**src/rtl/interrupter_mc_pkg.sv**
```systemverilog
// Shared constants for the multi-channel interrupt controller and its bus window.
package interrupter_mc_pkg;

    // Privilege mode encodings used by the core.
    localparam logic [1:0] M_MODE = 2'b11;
    localparam logic [1:0] S_MODE = 2'b01;
    localparam logic [1:0] U_MODE = 2'b00;

    // Register word offsets inside the controller window (address bits [3:2]).
    localparam logic [1:0] INTC_ENABLE = 2'd0;
    localparam logic [1:0] INTC_MODE   = 2'd1;
    localparam logic [1:0] INTC_PEND   = 2'd2;
    localparam logic [1:0] INTC_CLAIM  = 2'd3;

endpackage

```
**src/rtl/intr_prio_enc.sv**
```systemverilog
// Fixed-priority encoder: lowest set request index wins.
module intr_prio_enc #(
    parameter int N   = 8,
    parameter int IDW = 3
) (
    input  logic [N-1:0]   req,
    output logic [IDW-1:0] id,
    output logic           any
);

    // Scan from the top so the lowest set index is the last one written.
    always_comb begin
        id  = '0;
        any = |req;
        for (int i = N - 1; i >= 0; i--) begin
            if (req[i]) id = IDW'(i);
        end
    end

endmodule

```
**src/rtl/interrupter_mc.sv**
```systemverilog
// Multi-channel interrupt controller: sync, edge/level pending, mask,
// fixed priority select, claim/complete handshake over a small register window.
module interrupter_mc
    import interrupter_mc_pkg::*;
#(
    parameter int NIRQ        = 8,
    parameter int IDW         = 3,
    parameter int SYNC_STAGES = 2
) (
    input  logic            clk,
    input  logic            rst_n,
    input  logic [NIRQ-1:0] irq_in,
    input  logic            csr_meie,
    input  logic            cfg_we,
    input  logic [1:0]      cfg_wadr,
    input  logic [31:0]     cfg_wdata,
    input  logic            cfg_re,
    input  logic [1:0]      cfg_radr,
    output logic [31:0]     cfg_rdata,
    output logic            g_interrupt,
    output logic            irq_busy,
    output logic [IDW-1:0]  irq_id
);

    logic [SYNC_STAGES-1:0][NIRQ-1:0] sync_q, sync_d;
    logic [NIRQ-1:0] s_dly_q, s_dly_d;
    logic [NIRQ-1:0] enable_q, enable_d;
    logic [NIRQ-1:0] mode_q, mode_d;
    logic [NIRQ-1:0] pend_q, pend_d;
    logic            busy_q, busy_d;
    logic [IDW-1:0]  svc_id_q, svc_id_d;
    logic [31:0]     rdata_q, rdata_d;
    logic            gint_q, gint_d;

    logic [NIRQ-1:0] s_irq, rise, cand, w1c, claim_clr, mode_flush;
    logic [IDW-1:0]  cand_id;
    logic            cand_any, cmpl_hit, busy_mid, claim_rd, claim_ok;
    logic [NIRQ-1:0] wdata_n;
    logic            unused_wdata;

    assign wdata_n      = cfg_wdata[NIRQ-1:0];
    assign unused_wdata = &{1'b0, cfg_wdata};

    assign s_irq = sync_q[SYNC_STAGES-1];
    assign rise  = s_irq & ~s_dly_q;
    assign cand  = pend_q & enable_q;

    intr_prio_enc #(.N(NIRQ), .IDW(IDW)) u_enc (
        .req (cand),
        .id  (cand_id),
        .any (cand_any)
    );

    // Claim/complete decode; a complete in the same cycle is applied before the claim.
    always_comb begin
        cmpl_hit  = cfg_we && (cfg_wadr == INTC_CLAIM) && busy_q &&
                    (cfg_wdata[IDW:0] == ((IDW+1)'(svc_id_q) + (IDW+1)'(1)));
        busy_mid  = busy_q && !cmpl_hit;
        claim_rd  = cfg_re && (cfg_radr == INTC_CLAIM);
        claim_ok  = claim_rd && cand_any && !busy_mid;
        claim_clr = claim_ok ? (NIRQ'(1) << cand_id) : '0;
        w1c       = (cfg_we && (cfg_wadr == INTC_PEND)) ? wdata_n : '0;
        mode_flush = (cfg_we && (cfg_wadr == INTC_MODE)) ? (mode_q ^ wdata_n) : '0;
    end

    // Next-state for sync chain, config registers, pending and service state.
    always_comb begin
        sync_d[0] = irq_in;
        for (int k = 1; k < SYNC_STAGES; k++) sync_d[k] = sync_q[k-1];
        s_dly_d  = s_irq;
        enable_d = (cfg_we && (cfg_wadr == INTC_ENABLE)) ? wdata_n : enable_q;
        mode_d   = (cfg_we && (cfg_wadr == INTC_MODE))   ? wdata_n : mode_q;

        // Edge channels: set beats clear. Level channels follow the synced line.
        pend_d = (mode_q & (((pend_q & ~(w1c | claim_clr))) | rise)) |
                 (~mode_q & s_irq);
        pend_d = pend_d & ~mode_flush;

        busy_d   = claim_ok ? 1'b1 : busy_mid;
        svc_id_d = claim_ok ? cand_id : svc_id_q;

        rdata_d = rdata_q;
        if (cfg_re) begin
            case (cfg_radr)
                INTC_ENABLE: rdata_d = 32'(enable_q);
                INTC_MODE:   rdata_d = 32'(mode_q);
                INTC_PEND:   rdata_d = 32'(pend_q);
                default:     rdata_d = claim_ok ? 32'(cand_id) + 32'd1 : 32'd0;
            endcase
        end

        gint_d = csr_meie && cand_any && !busy_q;
    end

    // State registers, all cleared by the asynchronous reset.
    always_ff @(posedge clk or negedge rst_n) begin
        if (!rst_n) begin
            sync_q   <= '0;
            s_dly_q  <= '0;
            enable_q <= '0;
            mode_q   <= '0;
            pend_q   <= '0;
            busy_q   <= 1'b0;
            svc_id_q <= '0;
            rdata_q  <= '0;
            gint_q   <= 1'b0;
        end else begin
            sync_q   <= sync_d;
            s_dly_q  <= s_dly_d;
            enable_q <= enable_d;
            mode_q   <= mode_d;
            pend_q   <= pend_d;
            busy_q   <= busy_d;
            svc_id_q <= svc_id_d;
            rdata_q  <= rdata_d;
            gint_q   <= gint_d;
        end
    end

    assign cfg_rdata   = rdata_q;
    assign g_interrupt = gint_q;
    assign irq_busy    = busy_q;
    assign irq_id      = cand_id;

endmodule

```
**config.mk**
```make
export PLATFORM = sky130hd
export DESIGN_NAME = interrupter_mc
export DESIGN_NICKNAME = d
export VERILOG_FILES = /design/src/rtl/interrupter_mc_pkg.sv /design/src/rtl/intr_prio_enc.sv /design/src/rtl/interrupter_mc.sv
export SDC_FILE = /design/constraint.sdc
export NUM_CORES = 1
export LEC_CHECK = 0
export BUFFER_PORTS_ARGS = -buffer_cell sky130_fd_sc_hd__buf_2
export CORE_UTILIZATION = 40
export DETAILED_ROUTE_END_ITERATION = 10
export GPL_TIMING_DRIVEN = 0
export PLACE_DENSITY = 0.68
export RECOVER_POWER = 50
export SKIP_CTS_REPAIR_TIMING = 1
export SYNTH_ARGS = -nofsm -noshare
export SYNTH_HDL_FRONTEND = slang
export SYNTH_SLANG_ARGS = --single-unit
```
**constraint.sdc**
```tcl
create_clock -name clk -period 3.1 [get_ports clk]
set_input_delay 0.465 -clock clk [delete_from_list [all_inputs] [get_ports clk]]
set_output_delay 0.465 -clock clk [all_outputs]
set_load 0.005 [all_outputs]
```
==> metrics.txt, run 1 <==
number of synthesized register bits=61; Rel. slew slack=less than 1%; deepest level of the CTS H-tree=3; synthesized cell area=approximately 3000 µm²; Detailed Route WL=6310 µm; DRC violations left=0; result of the run=finished, final reports clean; hold violation count in the final report=0; worst skew pair latency=about 330 ps; sequential element share of the synthesized area=51.5%; Diodes inserted=0; Required @ worst endpoint=about 2600 ps; Vias/cell=approximately 5; Pre-Repair DR Iteration Count=6; number of max-cap violations=0; Overflow after GRT=0; sink count of the clock tree=61; routed via count=2168; Hold Worst Slack=234 ps; count of antenna-violating nets left after detailed routing=0; critical path peak fanout=6; fmax=~460 MHz; highest ir drop seen on vdd=0.269 mV; number of instances in the placed design=414; period utilisation layout=69.8%; power per unit of standard cell area=595 nW/µm²; count of fill cells added during filler insertion=between 700 and 800; final design utilization=between 40% and 50%; WL/cell=around 15 µm; number of nets in the final layout=379; warnings from Yosys=0; Area Growth Syn to Fin=18.6%; final period demand of the worst path=2160 ps; buffering stage count on the worst path with inverters included=2; clk buf depth=2; I/O pin count=86; final-layout setup total negative slack=0 ps; antenna violations before repair=0; setup-violating endpoint count in the final report=0; I/O Buffers=34; static leakage power=around 1.6 nW; number of buffers added by the clock tree synthesis step=9; maximum number of pins on one net before global-route repair=62; crit path DAT=roughly 1700 ps; global placement routability congestion=0.824; fraction of layout cells with a size suffix above 1=~30%; category of the worst setup path launch point=flip-flop; Gate Count Post-Synth=~260; global-route usage over all layers=~18%; library cells used by synthesis=50; total half-perimeter wirelength after legalization and detailed placement=4450 µm; DRC violation total after the first TritonRoute iteration=190; leading register cell type out of synthesis=sky130_fd_sc_hd__dfrtp_1; worst hold path type=in -> reg; standard-cell rows=31; number of global-route vias before repair=between 2000 and 2500; Clock Skews=7.39 ps; transition time at the pin with the least slew margin=1500 ps; Core Box Area=7210 µm²; RSZ-0062 raised after global routing=no; post-route total power=2.09 mW; Horiz. Die Dim=88.0 µm; floorplan die area=between 7000 and 8000 µm²; clock root buffer master=sky130_fd_sc_hd__clkbuf_8; cell with the biggest individual delay on the critical path=sky130_fd_sc_hd__dfrtp_1; wire length of the first global-routing pass=between 10000 and 15000 µm; number of max-slew violations in the final report=0; nature of the critical path endpoint=output pin; Post-synth ARST share=100%; Starting Density=slightly above 40%; CTS tree=built; clock-pin transition on the worst setup and hold timing paths=~70 ps; kind of cell adding the most delay to the critical path=flip-flops; non-filler cells in the finished layout=430; Setup Crit Path Kind=reg -> out; Die Y=slightly below 90 µm; number of enable-type register cells in the synthesized netlist=0; crit path cell chain=a22oi_1 -> o211ai_1 -> nand3_1 -> inv_1 -> buf_2; synthesized area divided by synthesized cell count=between 10 and 15 µm²; slowest cell delay on critical path=430 ps
==> metrics by stage <==
stage | worst slack [ps] | area (µm²)
final | 935 | 3510
after global placement | 1000 | 3340
after CTS | 901 | 3510
after detailed placement | 980 | 3340
after global routing | 815 | 3510
after floorplan | 1210 | 3050
==> worst reg2reg max path, delay by kind of cell, from the launching register on <==
kind / cells / cell delay, ps
xor+xnor: 1 / 160
simple gates: 2 / 330
flops: 1 / 410
buf+inv: 1 / 210
compound gates: 2 / 580
fa+ha+maj: 1 / 320
==> cell type report <==
cell class	count	area [µm²]	area share [%]
buffer	32	220	6.27
clock buffer	15	166	4.74
clock inverter	1	5.00	0.142
inverter	10	37.5	1.07
multi-input combinational	178	1260	36.0
sequential	61	1530	43.4
tap	99	124	3.53
timing repair buffer	34	170	4.84
==> placed cells by master, fill, tap and decap left out, types with 2 or more instances in the layout <==
cell and instances:
sky130_fd_sc_hd__dfrtp_1 61, sky130_fd_sc_hd__o41a_1 7, sky130_fd_sc_hd__nand3b_1 2, sky130_fd_sc_hd__a21boi_0 7, sky130_fd_sc_hd__clkbuf_1 8, sky130_fd_sc_hd__clkbuf_8 11, sky130_fd_sc_hd__nand3_1 2, sky130_fd_sc_hd__inv_1 10
sky130_fd_sc_hd__xnor2_1 3, sky130_fd_sc_hd__buf_2 35, sky130_fd_sc_hd__o211ai_1 3, sky130_fd_sc_hd__mux2i_1 12, sky130_fd_sc_hd__a211oi_1 7, sky130_fd_sc_hd__nand4_1 4, sky130_fd_sc_hd__o21ai_0 4, sky130_fd_sc_hd__o22ai_1 7
sky130_fd_sc_hd__a21oi_1 17, sky130_fd_sc_hd__conb_1 24, sky130_fd_sc_hd__nand2_1 13, sky130_fd_sc_hd__o21ai_1 2, sky130_fd_sc_hd__mux2_2 15, sky130_fd_sc_hd__ha_1 4, sky130_fd_sc_hd__buf_4 24, sky130_fd_sc_hd__nor2_1 10
sky130_fd_sc_hd__nor3b_1 7, sky130_fd_sc_hd__a22oi_2 4, sky130_fd_sc_hd__mux2_1 2
==> Yosys cell counts, types with 2 or more instances <==
library cell | n | share of area, %
sky130_fd_sc_hd__dfrtp_1 | 61 | 52
sky130_fd_sc_hd__buf_4 | 24 | 6.1
sky130_fd_sc_hd__a21oi_1 | 17 | 2.9
sky130_fd_sc_hd__mux2_2 | 15 | 5.7
sky130_fd_sc_hd__nand2_1 | 13 | 1.6
sky130_fd_sc_hd__mux2i_1 | 12 | 4.1
sky130_fd_sc_hd__inv_1 | 10 | 1.3
sky130_fd_sc_hd__nor2_1 | 10 | 1.3
sky130_fd_sc_hd__a211oi_1 | 7 | 1.8
sky130_fd_sc_hd__a21boi_0 | 7 | 1.8
sky130_fd_sc_hd__nor3b_1 | 7 | 1.8
sky130_fd_sc_hd__o22ai_1 | 7 | 1.5
sky130_fd_sc_hd__o41a_1 | 7 | 2.7
sky130_fd_sc_hd__a22oi_2 | 4 | 1.7
sky130_fd_sc_hd__clkbuf_1 | 4 | 0.51
sky130_fd_sc_hd__ha_1 | 4 | 1.7
sky130_fd_sc_hd__nand4_1 | 4 | 0.84
sky130_fd_sc_hd__o21ai_0 | 4 | 0.68
sky130_fd_sc_hd__o211ai_1 | 3 | 0.76
sky130_fd_sc_hd__xnor2_1 | 3 | 0.89
sky130_fd_sc_hd__buf_2 | 2 | 0.34
sky130_fd_sc_hd__mux2_1 | 2 | 0.76
sky130_fd_sc_hd__nand3_1 | 2 | 0.34
sky130_fd_sc_hd__nand3b_1 | 2 | 0.51
sky130_fd_sc_hd__o21ai_1 | 2 | 0.34
==> metal layers <==
layer  GRT usage [%]  vias up  wire [µm]
met4            9.82        0        146
met2            27.6       74       2910
li1                -     1035          -
met5               0        -          0
met1            24.4     1046       2930
met3            3.39       13        329
==> path summary, 6_finish.rpt <==
| check | startpoint | end | slack [ps] | cells after the start |
|---|---|---|---|---|
| max | enable_q[3] | irq_id[0] | 940 | 5 |
| min | irq_in[5] | sync_d[13] | 230 | 1 |
| max reg2reg | svc_id_q[0] | pend_q[5] | 960 | 7 |
| min reg2reg | sync_d[10] | s_dly_d[2] | 350 | 0 |
| max in group asynchronous | rst_n | svc_id_q[1] | 1710 | 1 |
| min in group asynchronous | rst_n | sync_d[14] | 490 | 1 |
==> cell families after synthesis <==
logic type | share of synthesized area, %
AO/OA/AOI/OAI | 17.6
XOR/XNOR | 0.887
adder cells (fa/ha/maj) | 1.69
buffers and inverters | 8.70
flip-flops | 51.5
multiplexers | 10.5
other | 0.127
AND/OR/NAND/NOR | 8.96
==> sequential cells by signal, summed over array words and instances, names as in the netlist <==
register     cells
s_dly_d          8
g_interrupt      1
s_dly_q          8
irq_busy         1
svc_id_q         3
mode_q           8
sync_d           8
enable_q         8
cfg_rdata        8
pend_q           8
==> report_power, final <==
group	leakage (nW)	internal, mW	total, mW	switching [mW]
sequential	0.720	0.896	1.00	0.104
clock	0.0877	0.334	0.620	0.285
combinational	0.811	0.219	0.472	0.253
Power figures use the tool's default switching activity.
==> run 2, diff against run 1 <==
- PLACE_DENSITY: 0.68 -> 0.71
- clock period: 3.1 -> 1.9 ns (I/O delays scaled with it)
==> run 2 against run 1 <==
Effect of this change:
- the run now ends with capacitance limit, slew limit, setup timing left
- count of clock-buffer cells in the layout decreased by 2
- via count rose by 2.5%
- worst setup slack lost 1000 ps
- final cell count grew 2.3%
- final area rose by 5.5%
- non-clock buffer count grew 11
- core utilization increased by 2.7 points
- sequential share of layout area is 2.3 points lower
- sequential power is 64% higher
- sequential cell count unchanged
- global-route usage is essentially flat
- largest power group unchanged
- highest routed layer unchanged
==> metrics.txt, run 2 (synthesis gave the netlist of run 1 again) <==
relative contribution of the clock network to total power=27.6% (was 29.6%); Detailed Route WL=6650 µm (was 6310 µm); highest ir drop seen on vdd=0.443 mV (was 0.269 mV); count of fill cells added during filler insertion=669 (was 702); Pre-Repair DR Iteration Count=4 (was 6); global-route usage over all layers=18.1% (about the same); Overflow after GRT=0 (unchanged); period utilisation layout=106%; crit path DAT=2230 ps (was 1700 ps); clk buf depth=2 (unchanged); Hold Worst Slack=41.6 ps (was 234 ps); leading cell type in the layout, fill and taps excluded=sky130_fd_sc_hd__dfrtp_1 (unchanged); number of global-route vias before repair=2042 (was 2007); Rel. slew slack=-1.74% (was 0.167%); RSZ-0062 raised after global routing=yes (was no); WL/cell=15.1 µm (was 14.7 µm); global placement routability congestion=0.820 (was 0.824); nature of the critical path endpoint=flip-flop (was output pin); I/O Buffers=34 (unchanged); maximum number of pins on one net before global-route repair=62 (unchanged); Clock Skews=5.78 ps (was 7.39 ps); worst hold path type=in -> reg (unchanged); fraction of layout cells with a size suffix above 1=35.5% (was 29.9%); P_sw=1.12 mW (was 0.642 mW); non-filler cells in the finished layout=440 (was 430); sequential share of power=46.4% (was 47.8%); Die Y=88.0 µm (unchanged); final period demand of the worst path=2010 ps; antenna violations before repair=0 (unchanged); Vias/cell=5.05 (was 5.04); deepest level of the CTS H-tree=3 (unchanged); number of max-cap violations=1 (was 0); sink count of the clock tree=61 (unchanged); final design utilization=51.4% (was 48.7%); Starting Density=41.1% (unchanged); number of instances in the placed design=414 (unchanged); number of buffers added by the clock tree synthesis step=9 (unchanged); critical path peak fanout=6 (unchanged); total half-perimeter wirelength after legalization and detailed placement=4590 µm (was 4450 µm); slowest cell delay on critical path=430 ps (about the same); Net Sw Frac=31.8% (was 30.7%); routed via count=2222 (was 2168); standard-cell rows=31 (unchanged); clock root buffer master=sky130_fd_sc_hd__clkbuf_8 (unchanged); transition time at the pin with the least slew margin=1530 ps (was 1500 ps); result of the run=finished, violations left (was finished, final reports clean); floorplan die area=7750 µm² (unchanged); fmax=497 MHz; worst skew pair latency=340 ps (was 330 ps); number of nets in the final layout=390 (was 379); violations in the final reports=capacitance limit, slew limit, setup timing; hold violation count in the final report=0 (unchanged); Setup Crit Path Kind=reg -> reg (was reg -> out); cell with the biggest individual delay on the critical path=sky130_fd_sc_hd__dfrtp_1 (unchanged); static leakage power=1.70 nW (was 1.62 nW); CTS tree=built (unchanged); Diodes inserted=0 (unchanged); Core Box Area=7210 µm² (unchanged); Horiz. Die Dim=88.0 µm (unchanged); number of max-slew violations in the final report=62 (was 0); power per unit of standard cell area=952 nW/µm² (was 595 nW/µm²); combinational fraction of design power=26.0% (was 22.6%); leading cell types in the layout, fill and taps excluded=61 x sky130_fd_sc_hd__dfrtp_1, 34 x sky130_fd_sc_hd__buf_2, 30 x sky130_fd_sc_hd__buf_4 (was 61 x sky130_fd_sc_hd__dfrtp_1, 35 x sky130_fd_sc_hd__buf_2, 24 x sky130_fd_sc_hd__buf_4, 24 x sky130_fd_sc_hd__conb_1, 17 x sky130_fd_sc_hd__a21oi_1); setup slack of the critical path after layout=-110 ps (was 935 ps); DRC violations left=0 (unchanged); category of the worst setup path launch point=flip-flop (unchanged); Required @ worst endpoint=2120 ps (was 2630 ps); crit path cell chain=ha_4 -> xnor2_2 -> nand4_1 -> o21ai_2 -> nand3_4 -> buf_8 -> o41a_1 (was a22oi_1 -> o211ai_1 -> nand3_1 -> inv_1 -> buf_2); wire length of the first global-routing pass=10000 µm (was 10300 µm); DRC violation total after the first TritonRoute iteration=177 (was 190); Area Growth Syn to Fin=25.2% (was 18.6%); I/O pin count=86 (unchanged); count of antenna-violating nets left after detailed routing=0 (unchanged); setup-violating endpoint count in the final report=7 (was 0); internal cell power=2.41 mW (was 1.45 mW); clock-pin transition on the worst setup and hold timing paths=60 ps (was 70 ps)
## run 2: changes by cell type in the layout (fill, tap and decap cells not counted), moves of 2 or more
cell	change
sky130_fd_sc_hd__inv_1	-2
sky130_fd_sc_hd__buf_4	+6
sky130_fd_sc_hd__mux2_1	-2
sky130_fd_sc_hd__buf_6	+4
sky130_fd_sc_hd__mux2_4	+2
## run 2: stage by stage
stage / TNS, ps / power (mW) / area, µm² / worst slack (ps)
after CTS: -1670 / 3.40 / 3500 / -254
final: -375 / 3.53 / 3710 / -110
after global routing: -1390 / 3.71 / 3710 / -196
after detailed placement: -1370 / 2.43 / 3340 / -240
after floorplan: 0 / 2.14 / 3050 / 13.2
after global placement: -1080 / 2.39 / 3340 / -198
## run 2: per-layer routing
layer  global-route usage, %  vias up  share of wire, %  wire length, µm
li1                        -     1063                 -                -
met1                    22.6     1052                45             2970
met2                    28.5       87                46             3090
met3                    4.15       20               6.2              411
met4                    11.0        0               2.8              189
met5                       0        -                 0                0
## run 2: area by class of cell
class	instances	area (µm²)	area share [%]
multi-input cells	178	1340	36.2
inverters	10	40.0	1.08
flip-flops and latches	61	1530	41.2
clock buffers	13	149	4.02
well taps	99	124	3.34
clock inverters	2	10.0	0.270
repair buffers	45	292	7.86
plain buffers	32	224	6.04
## run 2: critical path, delay by kind of cell, from the launching register on
family	cells	cell delay, ps
AND/OR/NAND/NOR	2	290
XOR/XNOR	1	90
buffers and inverters	1	190
flip-flops	1	430
adder cells (fa/ha/maj)	1	300
AO/OA/AOI/OAI	2	590
## run 2: power groups by stage
stage | combinational (mW) | sequential, mW | clock, mW
6_report | 0.919 | 1.64 | 0.975
3_3_place_gp | 0.744 | 1.64 | 0
3_5_place_dp | 0.774 | 1.65 | 0
4_1_cts | 0.780 | 1.63 | 0.987
2_1_floorplan | 0.529 | 1.61 | 0
5_1_grt | 1.02 | 1.66 | 1.04
## run 2: worst paths after layout
path,to,cells after the start,start,slack (ps)
max,pend_q[5],7,svc_id_q[0],-110
min,sync_d[12],1,irq_in[4],40
max reg2reg,pend_q[5],7,svc_id_q[0],-110
min in group asynchronous,sync_d[8],1,rst_n,310
max in group asynchronous,mode_q[2],1,rst_n,660
min reg2reg,s_dly_d[3],0,sync_d[11],350
